**config.mk**
```make
export PLATFORM = sky130hd
export DESIGN_NAME = if_fetch_unit
export DESIGN_NICKNAME = d
export VERILOG_FILES = /design/src/rtl/if_fetch_unit.sv
export SDC_FILE = /design/constraint.sdc
export NUM_CORES = 1
export LEC_CHECK = 0
export CORE_MARGIN = 4
export CORE_UTILIZATION = 53
export CTS_BUF_LIST = sky130_fd_sc_hd__clkbuf_4
export CTS_CLUSTER_DIAMETER = 150
export DETAILED_ROUTE_END_ITERATION = 10
export GPL_TIMING_DRIVEN = 0
export PLACE_DENSITY = 0.87
export SLEW_MARGIN = 20
export SYNTH_ARGS = -nofsm -noshare
export SYNTH_HDL_FRONTEND = slang
export SYNTH_SLANG_ARGS = --single-unit
```
**constraint.sdc**
```tcl
create_clock -name Clk -period 6.3 [get_ports Clk]
set_input_delay 1.26 -clock Clk [delete_from_list [all_inputs] [get_ports Clk]]
set_output_delay 1.26 -clock Clk [all_outputs]
set_load 0.02 [all_outputs]
```
**src/rtl/if_fetch_unit.sv**
```systemverilog
// if_fetch_unit: instruction fetch stage between the PC register and decode
//   Clk, reset          clock, async active-high reset
//   pc_in, pc_advance   current PC in, one-cycle "request accepted" pulse out
//   flush               redirect: drop in-flight and buffered fetches
//   imem_*              req/gnt/rvalid read port, one request outstanding
//   out_*               FIFO head {pc, instr, misalign} with valid/ready
module if_fetch_unit #(
  parameter int ADDR_W = 32,
  parameter int DATA_W = 32,
  parameter int DEPTH  = 2
) (
  input  logic              Clk,
  input  logic              reset,
  input  logic [ADDR_W-1:0] pc_in,
  input  logic              flush,
  output logic              pc_advance,
  output logic              imem_req,
  output logic [ADDR_W-1:0] imem_addr,
  input  logic              imem_gnt,
  input  logic              imem_rvalid,
  input  logic [DATA_W-1:0] imem_rdata,
  output logic              out_valid,
  input  logic              out_ready,
  output logic [DATA_W-1:0] out_instr,
  output logic [ADDR_W-1:0] out_pc,
  output logic              out_misalign
);
  localparam int PW = $clog2(DEPTH);
  localparam logic [PW:0] FULL = (PW+1)'(DEPTH);
  typedef enum logic [1:0] {IDLE, REQ, WAIT} state_t;
  state_t            state;
  logic [ADDR_W-1:0] req_pc;
  logic              drop, halted;
  logic [ADDR_W-1:0] pc_mem [DEPTH];
  logic [DATA_W-1:0] ins_mem [DEPTH];
  logic [DEPTH-1:0]  mis_mem;
  logic [PW-1:0]     wr_ptr, rd_ptr;
  logic [PW:0]       count, cnt_post;
  logic aligned, pop, rx, push_data, idle_go, push_mis, push, issue_idle, issue_wait;
  assign imem_req     = state == REQ;
  assign imem_addr    = req_pc;
  assign pc_advance   = imem_req & imem_gnt;
  assign out_valid    = count != '0;
  assign out_pc       = pc_mem[rd_ptr];
  assign out_instr    = ins_mem[rd_ptr];
  assign out_misalign = mis_mem[rd_ptr];
  // A misaligned PC seen in WAIT falls back to IDLE, which then pushes the
  // marker; this keeps the FIFO to a single write per cycle.
  always_comb begin
    aligned    = pc_in[1:0] == 2'b00;
    pop        = out_valid & out_ready & ~flush;
    rx         = (state == WAIT) & imem_rvalid;
    push_data  = rx & ~drop & ~flush;
    idle_go    = (state == IDLE) & ~flush & ~halted & (count < FULL);
    push_mis   = idle_go & ~aligned;
    issue_idle = idle_go & aligned;
    push       = push_data | push_mis;
    cnt_post   = count + {{PW{1'b0}}, push} - {{PW{1'b0}}, pop};
    issue_wait = rx & ~flush & ~halted & aligned & (cnt_post < FULL);
  end
  always_ff @(posedge Clk or posedge reset)
    if (reset) begin
      state   <= IDLE;
      req_pc  <= '0;
      drop    <= 1'b0;
      halted  <= 1'b0;
      wr_ptr  <= '0;
      rd_ptr  <= '0;
      count   <= '0;
      mis_mem <= '0;
      for (int i = 0; i < DEPTH; i++) begin
        pc_mem[i]  <= '0;
        ins_mem[i] <= '0;
      end
    end else begin
      if (push) begin
        pc_mem[wr_ptr]  <= push_mis ? pc_in : req_pc;
        ins_mem[wr_ptr] <= push_mis ? '0 : imem_rdata;
        mis_mem[wr_ptr] <= push_mis;
      end
      wr_ptr <= flush ? '0 : push ? wr_ptr + 1'b1 : wr_ptr;
      rd_ptr <= flush ? '0 : pop ? rd_ptr + 1'b1 : rd_ptr;
      count  <= flush ? '0 : cnt_post;
      halted <= flush ? 1'b0 : halted | push_mis;
      case (state)
        IDLE: if (issue_idle) begin
          state  <= REQ;
          req_pc <= pc_in;
        end
        REQ: if (imem_gnt) begin
          state <= WAIT;
          drop  <= flush;
        end else if (flush) state <= IDLE;
        WAIT: if (imem_rvalid) begin
          drop   <= 1'b0;
          state  <= issue_wait ? REQ : IDLE;
          req_pc <= issue_wait ? pc_in : req_pc;
        end else if (flush) drop <= 1'b1;
        default: state <= IDLE;
      endcase
    end
endmodule

```
# Word level (Yosys, flattened, before mapping)
# Cells that the tools add are included.
[word_totals]
inputBits = 70
reg_bits = 170
[op_classes]
n_lt_le_gt_ge = 8
reduce_logical = 12
mux = 37
bitwise_logic = 23
n_addsub = 4
eq_ne = 8
[op_table]
columns = ["cell", "count"]
rows = [
  ["2-to-1 mux 32 bit", 12],
  ["bitwise mux 64 bit", 2],
  ["case mux 32 bit (2 select lines)", 1],
  ["demux 32 bit (select 1 bit)", 1],
  ["AND 1 bit", 15],
  ["2-to-1 mux 1 bit", 12],
  ["2-to-1 mux 2 bit", 5],
  ["nonzero test 2 bit", 5],
  ["!= test 2 bit, second input constant", 3],
  ["case mux 2 bit (3 select lines)", 1],
  ["AND reduction 3 bit", 2],
  [">= comparator 2 bit, second input constant", 2],
  ["logical NOT 2 bit", 2],
  ["< comparator 1 x 2 -> 1 bit, second input constant", 2],
  ["< comparator 2 bit, second input constant", 2],
  ["NOT 1 bit", 4],
  ["NOT 1 -> 2 bit", 2],
  ["AND reduction 4 bit", 1],
  ["!= test 3 x 2 -> 1 bit, second input constant", 1],
  ["!= test 3 bit, second input constant", 1],
  ["adder 1 bit, second input constant", 2],
  ["adder 2 x 1 -> 2 bit", 1],
  ["bitwise mux 2 bit", 1],
  ["== test 2 x 1 -> 1 bit, second input constant", 1],
  ["other kinds (9)", 11],
]

# Longest topological paths before layout
# Gate-level depths: netlist of run 1.
[logic_depth]
word_depth = 13
ltp_mapped = 12

# Worst setup path after synthesis of run 1
# No wires, ideal clock.
[synth_path]
path_type = "input -> register"
startpoint = "input port flush"
endpoint = "register req_pc[14], in the netlist imem_addr[14]"
path_stages = 12
arrival_time_ps = 4298
t_required_ps = 6175
setup_ps = 125
n_path_buf = 2
setup_slack_ps = 1877
path_cell_list = "or4_4 nor3_2 clkbuf_1 nor2_1 ha_1 inv_1 ha_1 xor2_1 xnor2_1 o221ai_1 clkbuf_1 mux2_2"
[synth_via]
elab_chain_len = 12
elab_cells_between_ends = 19
classes_between = "2 x add/sub; 1 x order compare; 2 x eq/ne; 13 x bitwise; 1 x reduce/logical"
[synth_lines]
columns = ["item", "line_no", "source"]
rows = [
  ["start: declaration", "15", "input logic flush,"],
  ["NOT 1 bit (*)", "-", ""],
  ["AND 1 bit (3 in a row)", "54", "idle_go = (state == IDLE) & ~flush & ~halted & (count < FULL);"],
  ["AND 1 bit", "55", "push_mis = idle_go & ~aligned;"],
  ["OR 1 bit", "57", "push = push_data | push_mis;"],
  ["adder 2 x 1 -> 2 bit", "58", "cnt_post = count + {{PW{1'b0}}, push} - {{PW{1'b0}}, pop};"],
  ["subtractor 2 x 1 -> 2 bit", "58", ""],
  ["< comparator 2 bit", "59", "issue_wait = rx & ~flush & ~halted & aligned & (cnt_post < FULL);"],
  ["AND 1 bit", "59", ""],
  ["!= test 2 bit (no source line)", "-", ""],
  ["AND reduction 4 bit (no source line) (*)", "-", ""],
  ["end signal: assignment", "88", "req_pc <= pc_in;"],
  ["end signal: assignment", "97", "req_pc <= issue_wait ? pc_in : req_pc;"],
  ["end: declaration", "32", "logic [ADDR_W-1:0] req_pc;"],
]
# Every way passes the cells marked *; elsewhere a longest branch is shown, timed or not.
# A chain may end at the register's enable or synchronous reset.

# Worst setup path after layout of run 1
[layout_path]
startpoint = "input port flush"
endpoint = "register req_pc[27], in the netlist imem_addr[27]"
# The elaborated chain is that of the path after synthesis.

==> metrics, run 1 <==
run status completed; H-Tree Level Count 4; Mapped Cells 650; final worst slack 0.862 ns; cell with the most instances after synthesis dfrtp_1; crit start category primary input; GPL Wtd Cong 0.861; Tot GR Track Use 23.0%; post-place setup slack 0.240 ns; CTS tree yes; DIE HEIGHT 130 um; EDFF count, synth 0; min cycle time layout 5.44 ns; # fillers 1,040; Cell Area, Synth 7950 um2; Final period util 86.3%; I/O Pins 170; Netlist cell types 38; synth top area cells dfrtp_1, mux2_2, mux2i_1; Max Clk Rate 184 MHz; post-synth top area cell dfrtp_1; number of max-cap violations 0; number of global-route vias before repair 6,085; main flop type after synthesis dfrtp_1; Post-CTS Setup Inserts 0; latest clock arrival within the worst-skew pair 0.56 ns; largest net degree at the start of global routing 91; Worst Setup Path Type primary input to flip-flop; global route overflow 0; FFs w/ async S/R, synth 100%; setup violation total in the final timing report 0; HPWL Detailed 13,600 um; sequential share of the synthesized area 53.5%; global-route wire length before repair 30,400 um; Power, Total 5670 uW; final net count 911; final hold violation count 0; Clock Skew 0.0153 ns; clk slew on worst S/H paths 0.12 ns; CP endpoint kind flip-flop; # diodes 0; initial DRC count 260; RSZ-0062 raised after global routing false; Seq. cell area 4250 um2; initial antenna violation count 0; Wirelength per Cell 18.1 um; Die W 130 um; Post-DRT Antenna Nets 0; Via Count 5,518; WL final 18,700 um; CTS Buf Count 17; Synth top area share 53.5%; CTS resizes 0; CP Data Required Time 6.75 ns; Die Area 17,000 um2; Port Buffers 169; Slew @ Worst Pin 0.889 ns; core area 14,600 um2; initial core utilization 54.5%; leak pwr 0.00448 uW; yosys synthesis warning count 0; #FFs+latches synth 170; area occupied by multi-input gates 3150 um2; Max Slew Vio Count 0; Max Root-Sink Buffers 2; Mapped Avg Cell Area 12.2 um2; Critical Path AT 5.89 ns; VDD IR-drop max 0.000358 V; share of layout cells above drive strength 1 20.2%; synth cell count leaders dfrtp_1, mux2_2, inv_1; worst hold path class flip-flop to flip-flop; floorplan row count 44; cts hold-fix bufs 0; CTS sink cnt 170; residual DRC count 0; internal reg-to-reg setup slack 1.50 ns; Rel. slew slack 40.8%; area added between synthesis and finish 27.9%; clock tree root buffer cell clkbuf_4; drt via density 5.33; Max FO, Critical Path 10; PwrDens 558 nW/um2; first drt pass iteration count 4; Syn Nets 722
-- path summary, 6_finish.rpt --
kind | to | start | cells past startpoint
max | imem_addr[27]$_DFFE_PP0P_ | flush | 13
min | pc_mem[5]$_DFFE_PP0P_ | pc_mem[5]$_DFFE_PP0P_ | 1
max reg2reg | imem_addr[27]$_DFFE_PP0P_ | state[0]$_DFFE_PP0P_ | 12
min reg2reg | pc_mem[5]$_DFFE_PP0P_ | pc_mem[5]$_DFFE_PP0P_ | 1
max in group asynchronous | imem_addr[25]$_DFFE_PP0P_ | reset | 3
min in group asynchronous | ins_mem[24]$_DFFE_PP0P_ | reset | 2
-- where the power goes --
part	total, uW	internal, uW	switching (uW)
Clock	567	193	373
Sequential	1900	1630	274
Combinational	3200	1590	1610
Total	5670	3410	2260
-- cells by family (layout without fill, tap and decap cells) --
kind of cell / Yosys count / count (layout) / synth area share, %
AND/OR/NAND/NOR: 95 / 95 / 5.15
buffers and inverters: 111 / 313 / 6.92
adder cells (fa/ha/maj): 2 / 2 / 0.315
XOR/XNOR: 3 / 3 / 0.331
AO/OA/AOI/OAI: 50 / 50 / 3.56
multiplexers: 219 / 219 / 30.2
flip-flops: 170 / 170 / 53.5
-- cells in the final DEF, fill, tap and decap left out, types with 15 or more instances in the layout --
cell	Yosys	final
inv_1	74	73
mux2i_1	68	68
clkdlybuf4s50_1	0	169
o21ai_0	39	39
mux2_1	38	38
clkbuf_4	0	17
nand2_1	70	70
clkbuf_1	15	15
dfrtp_1	170	170
mux2_2	107	107
-- through the flow --
stage                     util (%)  hold WS, ns  TNS, ns  std cells  area (um2)
after detailed placement      67.9        0.471        0       1004        9910
after CTS                     69.7        0.502        0       1036       10200
after global placement        67.7        0.462  -233.69       1003        9870
after global routing          69.7        0.525        0       1036       10200
final                         69.7        0.496        0       1036       10200
after floorplan                  -        0.452        0        650        7950
-- critical path, stage by stage --
cell             delay, ns
clkdlybuf4s50_1       0.45
or4_4                 0.51
nor3_2                0.46
clkbuf_1              0.56
nor2_1                0.10
ha_1                  0.30
inv_1                 0.04
ha_1                  0.17
xor2_1                0.15
xnor2_1               0.16
o221ai_1              0.72
clkbuf_1              0.60
mux2_2                0.41
-- per-layer routing --
metal	track usage (%)	routed length (um)	up-vias
met4	6.72	229	0
met1	28.0	7640	2745
met5	0	0	-
met3	7.80	1680	23
met2	39.0	9180	198
li1	-	-	2552
-- registers in the layout (all words and copies together), names as in the netlist --
signal     flops
pc_mem        64
wr_ptr         1
imem_addr     32
rd_ptr         1
mis_mem        2
halted         1
drop           1
count          2
ins_mem       64
state          2
-- cell type report --
cell class	count	area share (%)
Tap cell	184	2.26
Multi-Input combinational cell	369	31.0
Buffer	37	2.68
Timing Repair Buffer	170	16.9
Inverter	74	2.81
Clock inverter	15	1.28
Sequential cell	170	41.8
Clock buffer	17	1.26
No activity file was read; power rests on OpenSTA's default activity.
==> run 2: changes to the inputs <==
--- a/config.mk
+++ b/config.mk
@@ -11,7 +11,7 @@
 export CTS_CLUSTER_DIAMETER = 150
 export DETAILED_ROUTE_END_ITERATION = 10
 export GPL_TIMING_DRIVEN = 0
-export PLACE_DENSITY = 0.87
+export PLACE_DENSITY = 0.82
 export SLEW_MARGIN = 20
 export SYNTH_ARGS = -nofsm -noshare
 export SYNTH_HDL_FRONTEND = slang
==> run 2 against run 1 <==
  * Maximum frequency grew 1.3%
  * Critical path depth is the same
  * Cell area grew 0.47%
  * Utilization grew 0.33 points
  * Count of clock-buffer cells in the layout grew 4
  * Sequential share of layout area shrank 0.19 points
  * Via count shrank 1.1%
  * First-iteration DRC count shrank 6.2%
  * Wire length shrank 2.4%
  * Largest cell class unchanged
  * Largest power group unchanged
==> metrics, run 2 (synthesized netlist as in run 1, its figures left out) <==
CP Buf/Inv Count 4 (unchanged); Worst path max stage delay 0.73 ns (was 0.72 ns); CTS Buf Count 17 (unchanged); Via Count 5,460 (was 5,518); global-route wire length before repair 29,800 um (was 30,400 um); worst r2r src state[0]$_DFFE_PP0P_ (unchanged); initial core utilization 54.5% (unchanged); floorplan row count 44 (unchanged); residual DRC count 0 (unchanged); switching share of power 38.9% (was 39.9%); RSZ-0062 raised after global routing false (unchanged); Post-CTS Setup Inserts 0 (unchanged); Pint 3510 uW (was 3410 uW); Max Slew Vio Count 0 (unchanged); worst path cell trace clkdlybuf4s50_1 > or4_4 > nor3_2 > clkbuf_1 > nor2_1 > ha_1 > inv_1 > ha_1 > xor2_1 > xnor2_1 > o221ai_1 > clkbuf_1 > mux2_2 (unchanged); leak pwr 0.00451 uW (was 0.00448 uW); CP Data Required Time 6.73 ns (was 6.75 ns); CTS tree yes (unchanged); Max Clk Rate 186 MHz (was 184 MHz); Clock Power Share 11.5% (was 10.0%); reg2reg path depth 12 (unchanged); internal reg-to-reg setup slack 1.58 ns (was 1.50 ns); global route overflow 0 (unchanged); first drt pass iteration count 4 (unchanged); # fillers 1,015 (was 1,040); VDD IR-drop max 0.000313 V (was 0.000358 V); Combinational Power Share 55.4% (was 56.5%); Worst Hold End pc_mem[41]$_DFFE_PP0P_ (was pc_mem[5]$_DFFE_PP0P_); number of global-route vias before repair 5,915 (was 6,085); PwrDens 562 nW/um2 (was 558 nW/um2); latest clock arrival within the worst-skew pair 0.55 ns (was 0.56 ns); count of non-filler cells in the finished layout 1,036 (unchanged); H-Tree Level Count 4 (unchanged); Critical Path AT 5.80 ns (was 5.89 ns); Max FO, Critical Path 10 (unchanged); hold depth 1 (unchanged); setup violation total in the final timing report 0 (unchanged); Port Buffers 169 (unchanged); initial DRC count 244 (was 260); most frequent cells in the layout dfrtp_1, clkdlybuf4s50_1, mux2_2 (unchanged); HPWL Detailed 13,300 um (was 13,600 um); final hold violation count 0 (unchanged); Top delay family on crit path buffers and inverters (unchanged); Max Root-Sink Buffers 2 (unchanged); Seq pwr share 33.1% (was 33.5%); number of max-cap violations 0 (unchanged); Crit-path slowest cell o221ai_1 (unchanged); largest net degree at the start of global routing 91 (unchanged); clock tree root buffer cell clkbuf_4 (unchanged); Post-DRT Antenna Nets 0 (unchanged); drt via density 5.27 (was 5.33); Worst Setup Path Type primary input to flip-flop (unchanged); initial antenna violation count 0 (unchanged); Rel. slew slack 39.7% (was 40.8%); min cycle time layout 5.37 ns (was 5.44 ns); tightest hold margin 0.496 ns (about the same); crit start category primary input (unchanged); # diodes 0 (unchanged); DIE HEIGHT 130 um (unchanged); Final period util 85.2% (was 86.3%); P_sw 2230 uW (was 2260 uW); final net count 911 (unchanged); worst r2r dst imem_addr[27]$_DFFE_PP0P_ (unchanged); GPL Wtd Cong 0.867 (was 0.861); Die Area 17,000 um2 (unchanged); WL final 18,300 um (was 18,700 um); CP startpoint flush (unchanged); Slew @ Worst Pin 0.904 ns (was 0.889 ns); CP endpoint kind flip-flop (unchanged); clk slew on worst S/H paths 0.14 ns (was 0.12 ns); I/O Pins 170 (unchanged); worst hold path class flip-flop to flip-flop (unchanged); CTS sink cnt 170 (unchanged); cts hold-fix bufs 0 (unchanged); Wirelength per Cell 17.6 um (was 18.1 um); leading cell type in the layout, fill and taps excluded dfrtp_1 (unchanged); HP Start pc_mem[41]$_DFFE_PP0P_ (was pc_mem[5]$_DFFE_PP0P_); Die W 130 um (unchanged); Clock Skew 0.0222 ns (was 0.0153 ns); run status completed (unchanged); dpl cells 1,004 (unchanged); CTS resizes 0 (unchanged); core area 14,600 um2 (unchanged); share of layout cells above drive strength 1 20.1% (was 20.2%); area added between synthesis and finish 28.4% (was 27.9%); Tot GR Track Use 22.5% (was 23.0%)
-- run 2: layer usage --
metal,vias to the layer above,GRT usage [%],routed length [um]
met2,174,37.0,8830
met4,0,7.62,302
li1,2570,-,-
met3,24,7.72,1540
met1,2692,27.8,7610
met5,-,0,0
-- run 2: cell type report --
cell class	count	area (um2)	area share (%)
Sequential cell	170	4250	41.7
Multi-Input combinational cell	369	3150	30.8
Timing Repair Buffer	170	1720	16.8
Inverter	74	285	2.79
Buffer	37	273	2.67
Tap cell	184	230	2.25
Clock buffer	21	158	1.54
Clock inverter	11	148	1.45
-- run 2: power groups by stage --
stage	clock network (uW)	registers [uW]	logic (uW)
floorplan	0	1960	1860
global placement	0	1870	3110
detailed placement	0	1920	3200
CTS	679	1900	3220
global route	733	1960	3440
finish	662	1900	3180
-- run 2: worst max-delay path by stage --
| stage | endpoint | slack, ns | cells past startpoint |
|---|---|---|---|
| after floorplan | count[0]$_DFF_PP0_ | 0.44 | 1 |
| after global placement | imem_addr[23]$_DFFE_PP0P_ | -1.47 | 2 |
| after detailed placement | imem_addr[30]$_DFFE_PP0P_ | 0.32 | 13 |
| after CTS | imem_addr[27]$_DFFE_PP0P_ | 0.95 | 13 |
| after global routing | imem_addr[27]$_DFFE_PP0P_ | 0.70 | 13 |
| final | imem_addr[27]$_DFFE_PP0P_ | 0.93 | 13 |
-- run 2: per-stage QoR --
step	TNS [ns]	setup WS [ns]	power [uW]	utilization, %	instance area [um2]
2_1_floorplan	0	0.437	3830	-	7950
3_3_place_gp	-248.01	-1.47	4980	67.7	9870
3_5_place_dp	0	0.324	5120	67.9	9910
4_1_cts	0	0.952	5790	70.0	10200
5_1_grt	0	0.695	6130	70.0	10200
6_report	0	0.933	5740	70.0	10200
-- run 2: worst reg2reg max path, stage by stage (launching register included) --
cell and delay, ns:
dfrtp_1 0.45, or4_4 0.57, nor3_2 0.41, clkbuf_1 0.54
nor2_1 0.10, ha_1 0.30, inv_1 0.04, ha_1 0.18
xor2_1 0.15, xnor2_1 0.15, o221ai_1 0.73, clkbuf_1 0.59
mux2_2 0.41
==> variant: new RTL, flow settings as in run 2 <==
The parameter `DATA_W` goes from 32 to 36.
--- a/src/rtl/if_fetch_unit.sv
+++ b/src/rtl/if_fetch_unit.sv
@@ -6,7 +6,7 @@
 //   out_*               FIFO head {pc, instr, misalign} with valid/ready
 module if_fetch_unit #(
   parameter int ADDR_W = 32,
-  parameter int DATA_W = 32,
+  parameter int DATA_W = 36,
   parameter int DEPTH  = 2
 ) (
   input  logic              Clk,
Ports: changed (resized imem_rdata and out_instr); port bits go from 170 to 178. The function was not compared with the original's and may differ.
==> variant against run 2 <==
Core utilization down 0.15 points; non-clock buffer count increased by 11; synthesized area increased by 3.8%; routed wire length increased by 5.3%; die area increased by 3.6%; final area up 4.0%; critical endpoint is now imem_addr[19]; worst setup slack improved by 0.16 ns; clock power is 6.3% higher; sequential cell count rose by 8; total power up 4.9%.
==> variant: results (changes against run 2) <==
Critical path
  • CP Max Fanout: 10 (unchanged)
  • Worst r2r src: count[1]
  • WP data required: 6.74 ns (about the same)
  • Reg2Reg Capture Point: imem_addr[19]
  • Max incr delay on CP: 0.65 ns (-0.08 ns)
  • Reg-to-reg setup timing slack: 1.72 ns (+0.14 ns)

Drt
  • DR vias/cell: 5.25 (-0.29%)
  • Number of iterations in the first detailed-routing pass: 4 (unchanged)
  • # DRC: 0 (unchanged)
  • Final WL: 19.2 mm (+5.3%)
  • 1st-iter DRT viols: 203 (-17%)
  • DR WL/cell: 17.7 µm (+0.34%)

Hold path
  • Hold Path Sink: pc_mem[10]
  • Hold path startpoint: pc_mem[10]

STA
  • Max-Slew Margin vs Limit: 46.9% (+7.2 points)
  • Worst Skew: 0.0258 ns (+0.00360 ns)

Cells and area
  • # nets final: 962 (+5.6%)
  • ANT cells: 0 (unchanged)
  • Max reg flops: 72
  • Layout cells sized above 1: 23.0% (+3.0 points)
  • Layout fillers: 1,085 (+6.9%)

Placed design
  • Port bufs: 177 (+4.7%)
  • Placed Instances: 1,055 (+5.1%)
  • Dpl hpwl: 14.0 mm (+5.2%)
  • Pre-CTS setup slack: 0.429 ns (+0.106 ns)
  • Placer Congestion: 0.834 (-3.7%)

Outcome
  • Status: finished clean

Power
  • Reg power frac: 33.0% (about the same)
  • Maximum vdd drop: 307 µV (-2.2%)
  • Clock power frac: 11.7% (+0.2 points)
  • Psw: 2.34 mW (+5.0%)
  • Leakage: 4.67 nW (+3.4%)

Synthesis
  • Synth top cells by count: 178 x dfrtp_1, 151 x mux2_2, 82 x inv_1
  • Top post-synthesis cells by area: dfrtp_1 54%, mux2_2 21%, mux2i_1 9.2%
  • Sequential share of the synthesized area: 54.0% (+0.46 points)
  • Count of different cell masters after synthesis: 34 (-11%)
  • Syn Nets: 765 (+6.0%)
  • Post-Syn Area per Cell: 12.0 µm² (-2.1%)

GRT
  • Vias in the first global route: 6,292 (+6.4%)
  • First-pass GRT wire length: 31.8 mm (+6.7%)
  • Largest net degree at the start of global routing: 97 (+6.6%)
  • Total Routing Usage GR: 22.5% (about the same)

Clock network
  • Number of buffers created by CTS: 17 (unchanged)
## variant: stage by stage
stage | cell area (µm²) | power, mW | setup TNS [ns] | hold slack [ns]
final | 10600 | 6.02 | 0 | 0.519
after detailed placement | 10300 | 5.36 | 0 | 0.492
after floorplan | 8250 | 4.00 | 0 | 0.461
after CTS | 10600 | 6.08 | 0 | 0.522
after global placement | 10300 | 5.21 | -305.96 | 0.478
after global routing | 10600 | 6.41 | 0 | 0.533
## variant: worst max path at each step
| stage | startpoint | end | slack, ns | cells after the start |
|---|---|---|---|---|
| after floorplan | reset | count[0] | 0.21 | 1 |
| after global placement | reset | imem_addr[7] | -1.73 | 2 |
| after detailed placement | flush | imem_addr[21] | 0.43 | 13 |
| after CTS | flush | imem_addr[19] | 1.04 | 13 |
| after global routing | flush | imem_addr[24] | 0.88 | 13 |
| final | flush | imem_addr[19] | 1.10 | 13 |
## variant: kinds of logic after synthesis
group	share of synthesized area, %
muxes	29.8
DFF	54.0
buffers and inverters	6.56
and+or+nand+nor	5.28
AOI/OAI and AO/OA	3.76
xor gates and xnor gates	0.318
adders and majority gates	0.303
## variant: final cells by class
type	count	area (µm²)	share of cell area [%]
buffer	40	234	2.20
clock buffer	18	135	1.27
inverter	82	315	2.97
timing repair buffer	178	1800	16.9
sequential	178	4450	41.9
clock inverter	14	189	1.78
tap	188	235	2.21
multi-input combinational	389	3260	30.7
## variant: metal layers
metal | GRT usage [%] | routed length (µm)
met1 | 28.2 | 8310
met2 | 37.8 | 9490
met3 | 7.45 | 1290
met4 | 5.60 | 157
met5 | 0 | 0
